`src/rtl/reg_dump_pkg.sv`:
```
// Shared types and constants for the register dump engine.
// REG_DUMP_CHECKSUM_EN adds the CSUM state (trailing XOR checksum word).
package reg_dump_pkg;

    localparam int          REG_COUNT  = 32;
    localparam logic [5:0]  CSUM_INDEX = 6'd32;

    typedef enum logic [2:0] {
        S_IDLE,
        S_ISSUE,
        S_WAIT,
        S_SEND,
`ifdef REG_DUMP_CHECKSUM_EN
        S_CSUM,
`endif
        S_DONE
    } state_t;

endpackage

```
`src/rtl/reg_dump_engine_if.sv`:
```
// Register-file read port plus the valid/ready output word stream.
interface reg_dump_engine_if;

    logic [4:0]  rd_addr;
    logic [31:0] rd_data;
    logic        out_valid;
    logic        out_ready;
    logic [31:0] out_data;
    logic [5:0]  out_index;
    logic        out_last;

    modport master (
        output rd_addr,
        input  rd_data,
        output out_valid,
        input  out_ready,
        output out_data,
        output out_index,
        output out_last
    );

    modport slave (
        input  rd_addr,
        output rd_data,
        input  out_valid,
        output out_ready,
        input  out_data,
        input  out_index,
        input  out_last
    );

endinterface

```
`src/rtl/reg_dump_out_stage.sv`:
```
// Output holding register: loads one word, holds it until the sink takes it.
module reg_dump_out_stage (
    input  logic        clk,
    input  logic        rst_n,
    input  logic        load,
    input  logic [31:0] ld_data,
    input  logic [5:0]  ld_index,
    input  logic        ld_last,
    input  logic        out_ready,
    output logic        out_valid,
    output logic [31:0] out_data,
    output logic [5:0]  out_index,
    output logic        out_last
);

    logic        vld_p0;
    logic [31:0] data_p0;
    logic [5:0]  index_p0;
    logic        last_p0;

    always_ff @(posedge clk or negedge rst_n) begin
        if (!rst_n) begin
            vld_p0   <= 1'b0;
            data_p0  <= '0;
            index_p0 <= '0;
            last_p0  <= 1'b0;
        end else if (load) begin
            vld_p0   <= 1'b1;
            data_p0  <= ld_data;
            index_p0 <= ld_index;
            last_p0  <= ld_last;
        end else if (vld_p0 && out_ready) begin
            vld_p0   <= 1'b0;
        end
    end

    assign out_valid = vld_p0;
    assign out_data  = data_p0;
    assign out_index = index_p0;
    assign out_last  = last_p0;

endmodule

```
`src/rtl/reg_dump_engine.sv`:
```
// Walks register indices FIRST_REG..LAST_REG, streaming each value out.
// REG_DUMP_CHECKSUM_EN appends an XOR checksum word (index 32) as the last word.
module reg_dump_engine
    import reg_dump_pkg::*;
#(
    parameter int FIRST_REG = 0,
    parameter int LAST_REG  = 31
) (
    input  logic               clk,
    input  logic               rst_n,
    input  logic               start,
    output logic               busy,
    output logic               done,
    reg_dump_engine_if.master  bus
);

    localparam int AW = $clog2(REG_COUNT);
    localparam int IW = $bits(CSUM_INDEX);

    state_t                state, state_nx;
    logic [AW-1:0]         rd_addr_q;
    logic                  addr_load, addr_inc;
    logic                  ld, ld_last, hs;
    logic [31:0]           ld_data;
    logic [IW-1:0]         ld_index;
`ifdef REG_DUMP_CHECKSUM_EN
    logic [31:0]           csum;
    logic                  csum_clr, csum_acc;
`endif

    assign hs = bus.out_valid && bus.out_ready;

    always_ff @(posedge clk or negedge rst_n) begin
        if (!rst_n) state <= S_IDLE;
        else        state <= state_nx;
    end

    always_comb begin
        state_nx  = state;
        addr_load = 1'b0;
        addr_inc  = 1'b0;
        ld        = 1'b0;
        ld_data   = bus.rd_data;
        ld_index  = IW'(rd_addr_q);
        ld_last   = 1'b0;
`ifdef REG_DUMP_CHECKSUM_EN
        csum_clr  = 1'b0;
        csum_acc  = 1'b0;
`endif
        case (state)
            S_IDLE: if (start) begin
                addr_load = 1'b1;
`ifdef REG_DUMP_CHECKSUM_EN
                csum_clr  = 1'b1;
`endif
                state_nx  = S_ISSUE;
            end
            S_ISSUE: state_nx = S_WAIT;
            S_WAIT: begin
                ld       = 1'b1;
`ifdef REG_DUMP_CHECKSUM_EN
                csum_acc = 1'b1;
`else
                ld_last  = (rd_addr_q == AW'(LAST_REG));
`endif
                state_nx = S_SEND;
            end
            S_SEND: if (hs) begin
                if (bus.out_index < IW'(LAST_REG)) begin
                    addr_inc = 1'b1;
                    state_nx = S_ISSUE;
                end else begin
`ifdef REG_DUMP_CHECKSUM_EN
                    state_nx = S_CSUM;
`else
                    state_nx = S_DONE;
`endif
                end
            end
`ifdef REG_DUMP_CHECKSUM_EN
            // First CSUM cycle sees valid low (post-handshake) and loads the checksum word.
            S_CSUM: begin
                if (!bus.out_valid) begin
                    ld       = 1'b1;
                    ld_data  = csum;
                    ld_index = CSUM_INDEX;
                    ld_last  = 1'b1;
                end else if (hs) begin
                    state_nx = S_DONE;
                end
            end
`endif
            S_DONE:  state_nx = S_IDLE;
            default: state_nx = S_IDLE;
        endcase
    end

    always_ff @(posedge clk or negedge rst_n) begin
        if (!rst_n)         rd_addr_q <= '0;
        else if (addr_load) rd_addr_q <= AW'(FIRST_REG);
        else if (addr_inc)  rd_addr_q <= rd_addr_q + AW'(1);
    end

`ifdef REG_DUMP_CHECKSUM_EN
    always_ff @(posedge clk or negedge rst_n) begin
        if (!rst_n)        csum <= '0;
        else if (csum_clr) csum <= '0;
        else if (csum_acc) csum <= csum ^ bus.rd_data;
    end
`endif

    reg_dump_out_stage u_out (
        .clk       (clk),
        .rst_n     (rst_n),
        .load      (ld),
        .ld_data   (ld_data),
        .ld_index  (ld_index),
        .ld_last   (ld_last),
        .out_ready (bus.out_ready),
        .out_valid (bus.out_valid),
        .out_data  (bus.out_data),
        .out_index (bus.out_index),
        .out_last  (bus.out_last)
    );

    assign bus.rd_addr = rd_addr_q;
    assign busy        = (state != S_IDLE) && (state != S_DONE);
    assign done        = (state == S_DONE);

endmodule

```
`src/flat_wrapper.sv`:
```
// flat-port wrapper written by rule: the top's interface ports become plain ports
module reg_dump_engine_flat import reg_dump_pkg::*;
#(
    parameter int FIRST_REG = 0,
    parameter int LAST_REG  = 31
)
  (clk, rst_n, start, busy, done, bus_rd_addr, bus_rd_data, bus_out_valid, bus_out_ready, bus_out_data, bus_out_index, bus_out_last);
  reg_dump_engine_if bus_i ();
  input  logic clk;
  input  logic rst_n;
  input  logic start;
  output logic busy;
  output logic done;
  output wire logic [$bits(bus_i.rd_addr)-1:0] bus_rd_addr;
  input wire logic [$bits(bus_i.rd_data)-1:0] bus_rd_data;
  output wire logic [$bits(bus_i.out_valid)-1:0] bus_out_valid;
  input wire logic [$bits(bus_i.out_ready)-1:0] bus_out_ready;
  output wire logic [$bits(bus_i.out_data)-1:0] bus_out_data;
  output wire logic [$bits(bus_i.out_index)-1:0] bus_out_index;
  output wire logic [$bits(bus_i.out_last)-1:0] bus_out_last;
  assign bus_rd_addr = bus_i.rd_addr;
  assign bus_i.rd_data = bus_rd_data;
  assign bus_out_valid = bus_i.out_valid;
  assign bus_i.out_ready = bus_out_ready;
  assign bus_out_data = bus_i.out_data;
  assign bus_out_index = bus_i.out_index;
  assign bus_out_last = bus_i.out_last;
  reg_dump_engine #(.FIRST_REG(FIRST_REG), .LAST_REG(LAST_REG)) u_core (.clk(clk), .rst_n(rst_n), .start(start), .busy(busy), .done(done), .bus(bus_i));
endmodule
```
`config.mk`:
```
export PLATFORM = sky130hd
export DESIGN_NAME = reg_dump_engine_flat
export DESIGN_NICKNAME = d
export VERILOG_FILES = /design/src/rtl/reg_dump_pkg.sv /design/src/rtl/reg_dump_engine_if.sv /design/src/rtl/reg_dump_out_stage.sv /design/src/rtl/reg_dump_engine.sv /design/src/flat_wrapper.sv
export SDC_FILE = /design/constraint.sdc
export NUM_CORES = 1
export LEC_CHECK = 0
export CAP_MARGIN = 10
export CORE_AREA = 3 3 69 87
export DETAILED_ROUTE_END_ITERATION = 10
export DIE_AREA = 0 0 72 90
export GPL_TIMING_DRIVEN = 0
export PLACE_DENSITY = 0.72
export REMOVE_ABC_BUFFERS = 1
export SYNTH_ARGS = -nofsm -noshare
export SYNTH_HDL_FRONTEND = slang
export SYNTH_SLANG_ARGS = --single-unit
```
`constraint.sdc`:
```
create_clock -name clk -period 1.4 [get_ports clk]
set_input_delay 0.21 -clock clk [delete_from_list [all_inputs] [get_ports clk]]
set_output_delay 0.21 -clock clk [all_outputs]
set_load 0.005 [all_outputs]
```
### Word level (Yosys, flattened, before mapping)

Index checks and enable logic that the tools add are counted.

* add/subtract/negate cells: 1
* magnitude comparators: 1
* equality and inequality tests: 8
* multiplexer cells: 15
* reduce and logical (&&, ||, !) cells: 7

Operator list (count)
* 3-bit one-hot mux with 4 select lines: 1
* 5-bit 2-to-1 mux: 2
* 1-bit 2-to-1 mux: 9
* 3-bit 2-to-1 mux: 3
* 3-bit by 2-bit == test with 1-bit output, second input constant: 2
* 5-bit by 1-bit adder with 5-bit output, second input constant: 1
* 5-bit == test, second input constant: 1
* 5-bit < comparator, second input constant: 1
* 2-bit nonzero test: 2
* 3-bit by 1-bit == test with 1-bit output, second input constant: 1
* 3-bit == test, second input constant: 1
* 3-bit zero test: 1
* 3-bit inequality test, second input constant: 1
* 3-bit nonzero test: 1
* 1-bit logical AND: 2
* 2-bit by 1-bit inequality test with 1-bit output, second input constant: 1
* 2-bit inequality test, second input constant: 1
* 2-bit AND reduction: 1

* bits in registers: 47
* input bits: 36
* output and inout port bits: 47

### Logic depth before layout (Yosys ltp)

Gate-level depths: netlist (run 1).

* depth after elaboration: 6
* mapped depth: 5
* gate-level depth less buffers: 5

### By module

Synthesis (run 1) repeated with hierarchy kept, for this count alone.

* cell total of the unflattened synthesis: 128
* area, all modules: 1960.6 µm²

By module, submodules not included
* reg_dump_out_stage: instances 1, cells an instance 85, area each 1496.4 µm², sequential area each 1001.0 µm²
* reg_dump_engine: instances 1, cells an instance 43, area each 464.2 µm², sequential area each 200.2 µm²

### Least setup slack after synthesis (run 1)

No wires, ideal clock.

* path type: reg-to-reg
* from: register u_core.state[2]
* to: register u_core.u_out.data_p0[21] (netlist: u_core.u_out.out_data[21])
* library setup time: 0.125 ns
* arrival: 1.268 ns
* data required time: 1.275 ns
* setup slack: 0.008 ns
* cell stages (with the launch flop): 6
* buffers on the path: 2
* period minus slack after synthesis: 1.392 ns
* cell sequence: dfrtp_1 > nand2b_4 > nor2_2 > buf_6 > buf_6 > mux2_2

* longest elaborated chain between the ends: 2

Ends and longest elaborated chain
* start, declared: RTL line reg_dump_engine.sv:20 `state_t state, state_nx;`
* start signal, assigned: RTL line reg_dump_engine.sv:35 `else state <= state_nx;`
* 3-bit by 2-bit == test with 1-bit output: RTL line reg_dump_engine.sv:50 `case (state)`
* 1-bit 2-to-1 mux: RTL line reg_dump_engine.sv:50
* end signal, assigned: RTL line reg_dump_out_stage.sv:29 `data_p0 <= ld_data;`
* end, declared: RTL line reg_dump_out_stage.sv:17 `logic [31:0] data_p0;`

Every way passes these cells.
A chain may end at the register's enable or synchronous reset.

### Worst setup path after layout (run 1)

* from: register u_core.state[0]
* to: register u_core.u_out.data_p0[20] (netlist: u_core.u_out.out_data[20])

The elaborated chain is that of the path after synthesis.

==> summary by stage, run 1 <==
Outcome
The run finished, with violations left. The final reports fail on negative setup slack.

Timing
The highest clock frequency the design can meet is about 710 MHz. For the pin with the worst max-slew slack, the measured transition is just over 500 ps. The clock period minus worst slack is between 1000 and 1500 ps.

Adding up every negative setup slack in the final design gives -55.1 ps. Setup repair after global routing could not meet its margin everywhere. The worst hold slack across all endpoints is ~410 ps. The largest clock skew in the final design is about 7.4 ps. The minimum setup slack in the final design is -9.69 ps. The max-slew violation count was 0.

The number of hold violations in the final report is 0. The remaining max-slew budget at the tightest pin is between 60% and 70%. The final critical path takes up 101% of the cycle.

The setup violation total in the final timing report is 7.

Global routing
The first global-routing pass estimated 7460 um of wire. The number of antenna violations at the first check in global routing is 0. Summed over all layers, the global routing overflow is 0. The via count of the first global-routing pass is around 1,500. The maximum number of pins on one net before global-route repair is 29. Across every metal layer, demand over resource in global routing totals between 10% and 20%.

Routing
The routed design has about 5200 um of wire. After the first detailed-routing iteration, the DRC count stood at 100. After detailed routing, the average wire length per cell comes to around 17 um. The post-route antenna net violation count is 0. Before antenna repair, the detailed router went through 4 iterations. The vias after detailed routing is about 1,500. The count of unresolved DRC violations after routing is 0. Using the TritonRoute via totals, the vias-per-cell ratio works out to roughly 4.8.

Yosys
The synthesized flop and latch total is 47. Synthesis produced a netlist whose cell count is between 100 and 150. Counting flops with an async set or reset pin after synthesis yields a share of 100%. Yosys attributes the largest share of cell area to dfrtp_1, mux2_2, nand2_1. The share of Yosys cell area claimed by the top area cell type is roughly 60%. Among all cell types in the netlist, the one instantiated most often is dfrtp_1.

The count of flip-flops with a built-in enable after synthesis is 0. Synthesis instantiated 25 different standard cells from the library. The biggest area contributor in the post-synthesis netlist is dfrtp_1. Yosys printed 0 warnings. The mapped netlist covers 1910 um^2. Summing the sequential cell areas from Yosys gives 61.7% of the chip area. By count the netlist is led by dfrtp_1, mux2_2, nand2_1.

The mean instance size in the synthesized netlist is around 15 um^2. The predominant post-synthesis flop cell is dfrtp_1.

Floorplan
The placeable core region is ~5200 um^2. The area of the die is 6480 um^2. In this run the horizontal extent of the chip is between 70 and 80 um.

just over 80 I/O pins were placed. In this run the core area contains 29 standard-cell rows. The chip height is 90 um. The starting utilization of the core area is 36.7%.

Placed design
After legalization and detailed placement, the total HPWL measured 3030 um. Routability-driven placement finished with a final weighted congestion of around 0.68. The number of port buffers is 81. In this run the cell area measured after placement is between 2000 and 3000 um^2. The worst setup slack before clock tree synthesis is -278 ps.

Worst setup path
The launching element type of the critical path is a flip-flop. The required time reported for the critical path endpoint is between 1500 and 2000 ps. In this design, the stage delay of the slowest critical-path cell is approximately 420 ps. The category of cells accounting for the largest share of critical-path delay is buffers and inverters. The number of buffers and inverters on the critical path is 3. Data on the critical path arrives at its endpoint at between 1500 and 2000 ps.

Walking the worst path, the cells encountered are buf_6 -> nor2_4 -> buf_6 -> clkbuf_16 -> mux2_4. The slowest library cell on the worst path is dfrtp_2. The class of the most critical setup path is flip-flop to flip-flop.

In this run the worst path has a maximum fanout of 7. The sort of element at the end of the critical path is a flip-flop. The most numerous cell type found on the critical path is buf_6.

Layout
The end-of-flow core utilization is roughly 64%. The number of antenna diodes in the final layout is 0. The fraction of final layout cells with drive strength greater than 1 is 35.5%. The final non-filler cell area is 3350 um^2. Compared with the post-synthesis result, the final layout area differs by 75.5%. In the final design database the tool counted 283 nets.

CTS
In this run the clock root is driven by a clkbuf_8. The TritonCTS clock tree is yes. The deepest level of the CTS H-tree is 2. In this run, CTS created clock tree buffers numbering 5. Clock-pin slew was measured on the worst setup and hold paths at approximately 90 ps. The buffer levels on the longest clock path is 2. The number of clock sinks is 47. The clock latency on the worst-skew pair is between 200 and 300 ps.

Power and ir drop
The leakage power summed over all cells is ~1.8 nW. Across the VDD grid, the largest voltage drop is ~0.00099 V. In this run the power density over the cells is around 1800 nW/um^2.

Run
The reported max-cap violation count is 0.

Hold path
The kind of path behind the tightest hold check is primary input to async pin.
## logic make-up after synthesis
group           synth area share (%)
mux                             24.0
other cells                    0.197
flops                           61.7
compound gates                  2.95
fa+ha+maj                       1.31
buf+inv                         3.02
simple gates                    6.82
## final timing paths
check / start / depth (start not counted) / end / slack (ps)
setup / recovery: u_core.state[0] / 5 / u_core.u_out.out_data[20] / -10
hold / removal: rst_n / 2 / u_core.u_out.out_index[1] / 410
setup reg to reg: u_core.state[0] / 5 / u_core.u_out.out_data[20] / -10
hold reg to reg: u_core.u_out.out_last / 1 / u_core.u_out.out_last / 510
max in group asynchronous: rst_n / 3 / u_core.state[0] / 450
min in group clk: u_core.u_out.out_last / 1 / u_core.u_out.out_last / 510
## stage by stage
| step | std cells | total power, mW |
|---|---|---|
| floorplan | 125 | 3.07 |
| global placement | 268 | 4.46 |
| detailed placement | 270 | 4.55 |
| CTS | 301 | 5.66 |
| global route | 307 | 6.24 |
| finish | 307 | 5.88 |
## where the power goes
group	leakage, nW	switching [mW]	internal, mW
Sequential	0.563	0.319	1.94
Combinational	1.16	0.836	1.96
Clock	0.0470	0.428	0.388
## state kept, by name, summed over array words and instances, names as in the netlist
name                    cells
u_core.u_out.out_data      32
u_core.bus.rd_addr          5
u_core.u_out.out_index      5
u_core.state                3
u_core.u_out.out_last       1
u_core.u_out.out_valid      1
## cell usage in the layout (no fill, tap or decap), drive strengths merged, types with 3 or more instances in the layout
| cell type | netlist | routed |
|---|---|---|
| clkbuf | 0 | 8 |
| dlygate4sd2 | 0 | 6 |
| inv | 3 | 3 |
| buf | 5 | 32 |
| clkdlybuf4s50 | 0 | 45 |
| mux2 | 38 | 38 |
| nand3 | 4 | 4 |
| nor2 | 4 | 4 |
| mux2i | 3 | 3 |
| nand2 | 9 | 9 |
| dlymetal6s2s | 0 | 27 |
| dfrtp | 47 | 47 |
| a211oi | 3 | 3 |
## area by class of cell
| class | count | area, um^2 |
|---|---|---|
| Clock buffer | 6 | 82.6 |
| Clock inverter | 1 | 5.00 |
| Fill cell | 386 | 1840 |
| Inverter | 3 | 11.3 |
| Multi-Input combinational cell | 75 | 800 |
| Sequential cell | 47 | 1180 |
| Tap cell | 62 | 77.6 |
| Timing Repair Buffer | 113 | 1190 |
## layer usage
layer  global-route usage [%]  part of all wire, %  vias up
met1                     17.3                   41      728
met5                        0                    0        -
li1                         -                    -      682
met4                     3.61                  1.7        0
met3                     4.35                  6.0        9
met2                     26.2                   52       65
## what timing repair did
| item | CTS | global route |
|---|---|---|
| resized for setup | 20 | 62 |
| gates cloned | 2 | 1 |
| pin swaps | 1 | 4 |
| hold endpoints to repair | 19 | 0 |
| endpoints found under the setup margin | 53 | 64 |
| buffers inserted | 22 | 8 |
| hold buffers | 1 | 0 |
(Power assumes the default switching activity.)
==> run 2, diff against run 1 <==
Settings changed: CORE_AREA 3 3 69 87 to 2 2 68 86, DIE_AREA 0 0 72 90 to 0 0 70 88.
==> run 2 against run 1 <==
  * Design area down 2.0%
  * The run still ends with negative setup slack left
  * Final cell count down 0.65%
  * Power about the same
  * Non-clock buffer count down 5
  * Wire length down 6.7%
  * Largest power group unchanged
==> summary by stage, run 2 (synthesis gave the netlist of run 1 again) <==
Outcome
The run finished, with violations left. The checks that failed: negative setup slack.

Timing
The worst hold slack across all endpoints is between 300 and 400 ps. The part of the cycle the worst path needs is 102%. Summed over all failing endpoints, the final setup total negative slack is -243 ps. Between clock sinks in the finished design, the worst skew comes to approximately 7.1 ps. The max-slew violation count was 0. The setup violation total in the final timing report is 16. Once routing completed, OpenROAD measured the worst setup slack at -31.7 ps. The number of hold violations in the final report is 0. The clock period minus worst slack is around 1400 ps.

The highest clock frequency the design can meet is between 600 and 700 MHz. Setup repair after global routing could not meet its margin everywhere.

Layout
After the last flow step, the layout net total stands at 278. The fraction of final layout cells with drive strength greater than 1 is between 30% and 40%. After routing the design area is roughly 3300 um^2. The total inserted antenna cells is 0.

The top cell types in the final layout, fill and taps aside, are dfrtp_1, clkdlybuf4s50_1, dlymetal6s2s_1. Measured on the finished design, the core utilization comes to between 60 and 70%. Relative to the synthesized area, the layout overhead comes to 72.0%. Leaving out fill and tap cells, the most frequent cell in the layout is dfrtp_1. After the flow finishes, the layout carries non-filler instances totaling just over 300.

The number of flip-flops in the largest register is 32.

Floorplan
The chip height is approximately 88 um. After floorplanning, the core was divided into 30 placement rows. The die covers slightly above 6000 um^2. The number of top-level pins is 83. The starting utilization of the core area is roughly 36%. The width of the die is around 70 um. The placeable core region is about 5300 um^2.

Worst setup path
The required time reported for the critical path endpoint is around 1600 ps. The sort of element at the end of the critical path is a flip-flop. The launching element type of the critical path is a flip-flop. Data on the critical path arrives at its endpoint at 1610 ps. The minimum setup slack among reg-to-reg paths is -30 ps. The class of the most critical setup path is flip-flop to flip-flop. Of all nets on the critical path, the largest fanout is 8.

CTS
The number of buffers created by CTS is 5. The tree built by TritonCTS fans out to 47 sinks. The TritonCTS clock tree is yes. The clock tree synthesis step divided the H-tree into 2 levels.

For the worst-skew pair, the clock arrives at the later sink with an insertion delay of around 300 ps. The buffer levels on the longest clock path is 2. CTS placed an instance of clkbuf_8 at the clock tree root. After clock tree synthesis, the clock-pin slew on the worst setup and hold paths is about 80 ps.

Run
The tool flagged a number of max-cap violations equal to 0.

Routing
The routed layout has 1,454 vias. After the first detailed-routing iteration, the DRC count stood at 19. The via density per instance is 4.77. The number of iterations in the first detailed-routing pass is 4. Summed over all layers, the routed wires come to 4820 um. For this run, design rule violations remaining after detail routing come to 0. Dividing the detail-routed wire length by the instance count gives approximately 16 um. The post-route antenna net violation count is 0.

Placed design
The post-DP HPWL is 3000 um. The placed instances occupy a cell area of approximately 2800 um^2. The worst setup slack before clock tree synthesis is -198 ps.

The final weighted congestion in routability-driven placement is slightly below 0.7. The number of port buffers is 81. The instance count after placement with tap cells included is 272.

Power and ir drop
The leakage power summed over all cells is approximately 1.7 nW. The power density normalized to cell area is about 1800 nW/um^2. The design draws 5.88 mW. Across the VDD grid, the largest voltage drop is 0.00109 V.

Global routing
For this run, global-route usage on met1 was measured as roughly a fifth. The first global-routing pass estimated 7540 um of wire. The most used routing layer in global routing is met2. The met2 demand-to-capacity share in global routing is between 20 and 25%.

The total congestion overflow is 0. The number of antenna violations at the first check in global routing is 0. Entering global routing, the biggest net connects 32 pins. Global routing used 6.67% of the available met3 tracks. Across every metal layer, demand over resource in global routing totals 15.7%. The via count of the first global-routing pass is 1,521.

Hold path
The min-delay analysis places its worst path in the category primary input to async pin.
==> run 2: worst max-delay path, cell delays in order (launching register included) <==
cell and delay (ps):
dfrtp_2 420, buf_6 130, nor2_4 160, buf_6 160, buf_12 150, mux2_4 300
==> run 2: what timing repair did <==
action | CTS | global route
pin swaps | 2 | 6
gates cloned | 2 | 0
resized for setup | 35 | 40
setup endpoints to repair | 48 | 70
endpoints found under the hold margin | 16 | 0
hold buffers | 1 | 0
buffers inserted | 14 | 9
==> run 2: area by class of cell <==
class                   instances  area [um^2]
inverters                       3         11.3
clock buffers                   6         82.6
flip-flops and latches         47         1180
well taps                      64         80.1
clock inverters                 2         35.0
repair buffers                108         1130
multi-input cells              75          754
fillers                       426         2050
==> run 2: per-layer routing <==
| metal | vias up | wire (um) |
|---|---|---|
| met5 | - | 0 |
| met4 | 0 | 27 |
| met3 | 4 | 444 |
| met2 | 58 | 2340 |
| met1 | 723 | 2010 |
| li1 | 669 | - |
==> run 2: report_power, final <==
part           switching [mW]  internal [mW]
clock                   0.449          0.578
combinational           0.807           1.78
sequential              0.317           1.94
total                    1.57           4.30
==> run 2: final timing paths <==
check	startpoint	endpoint	depth (start not counted)
min in group clk	u_core.u_out.out_data[27]	u_core.u_out.out_data[27]	1
hold / removal	rst_n	u_core.u_out.out_data[24]	2
max in group asynchronous	rst_n	u_core.u_out.out_data[13]	3
setup reg to reg	u_core.state[0]	u_core.u_out.out_data[15]	5
hold reg to reg	u_core.u_out.out_data[27]	u_core.u_out.out_data[27]	1
setup / recovery	u_core.state[0]	u_core.u_out.out_data[15]	5
==> run 3, diff against run 2 <==
Settings changed: CTS_CLUSTER_SIZE set to 8.
==> results of run 3 <==
The final DEF is identical to that of run 2; final timing and power are the same.
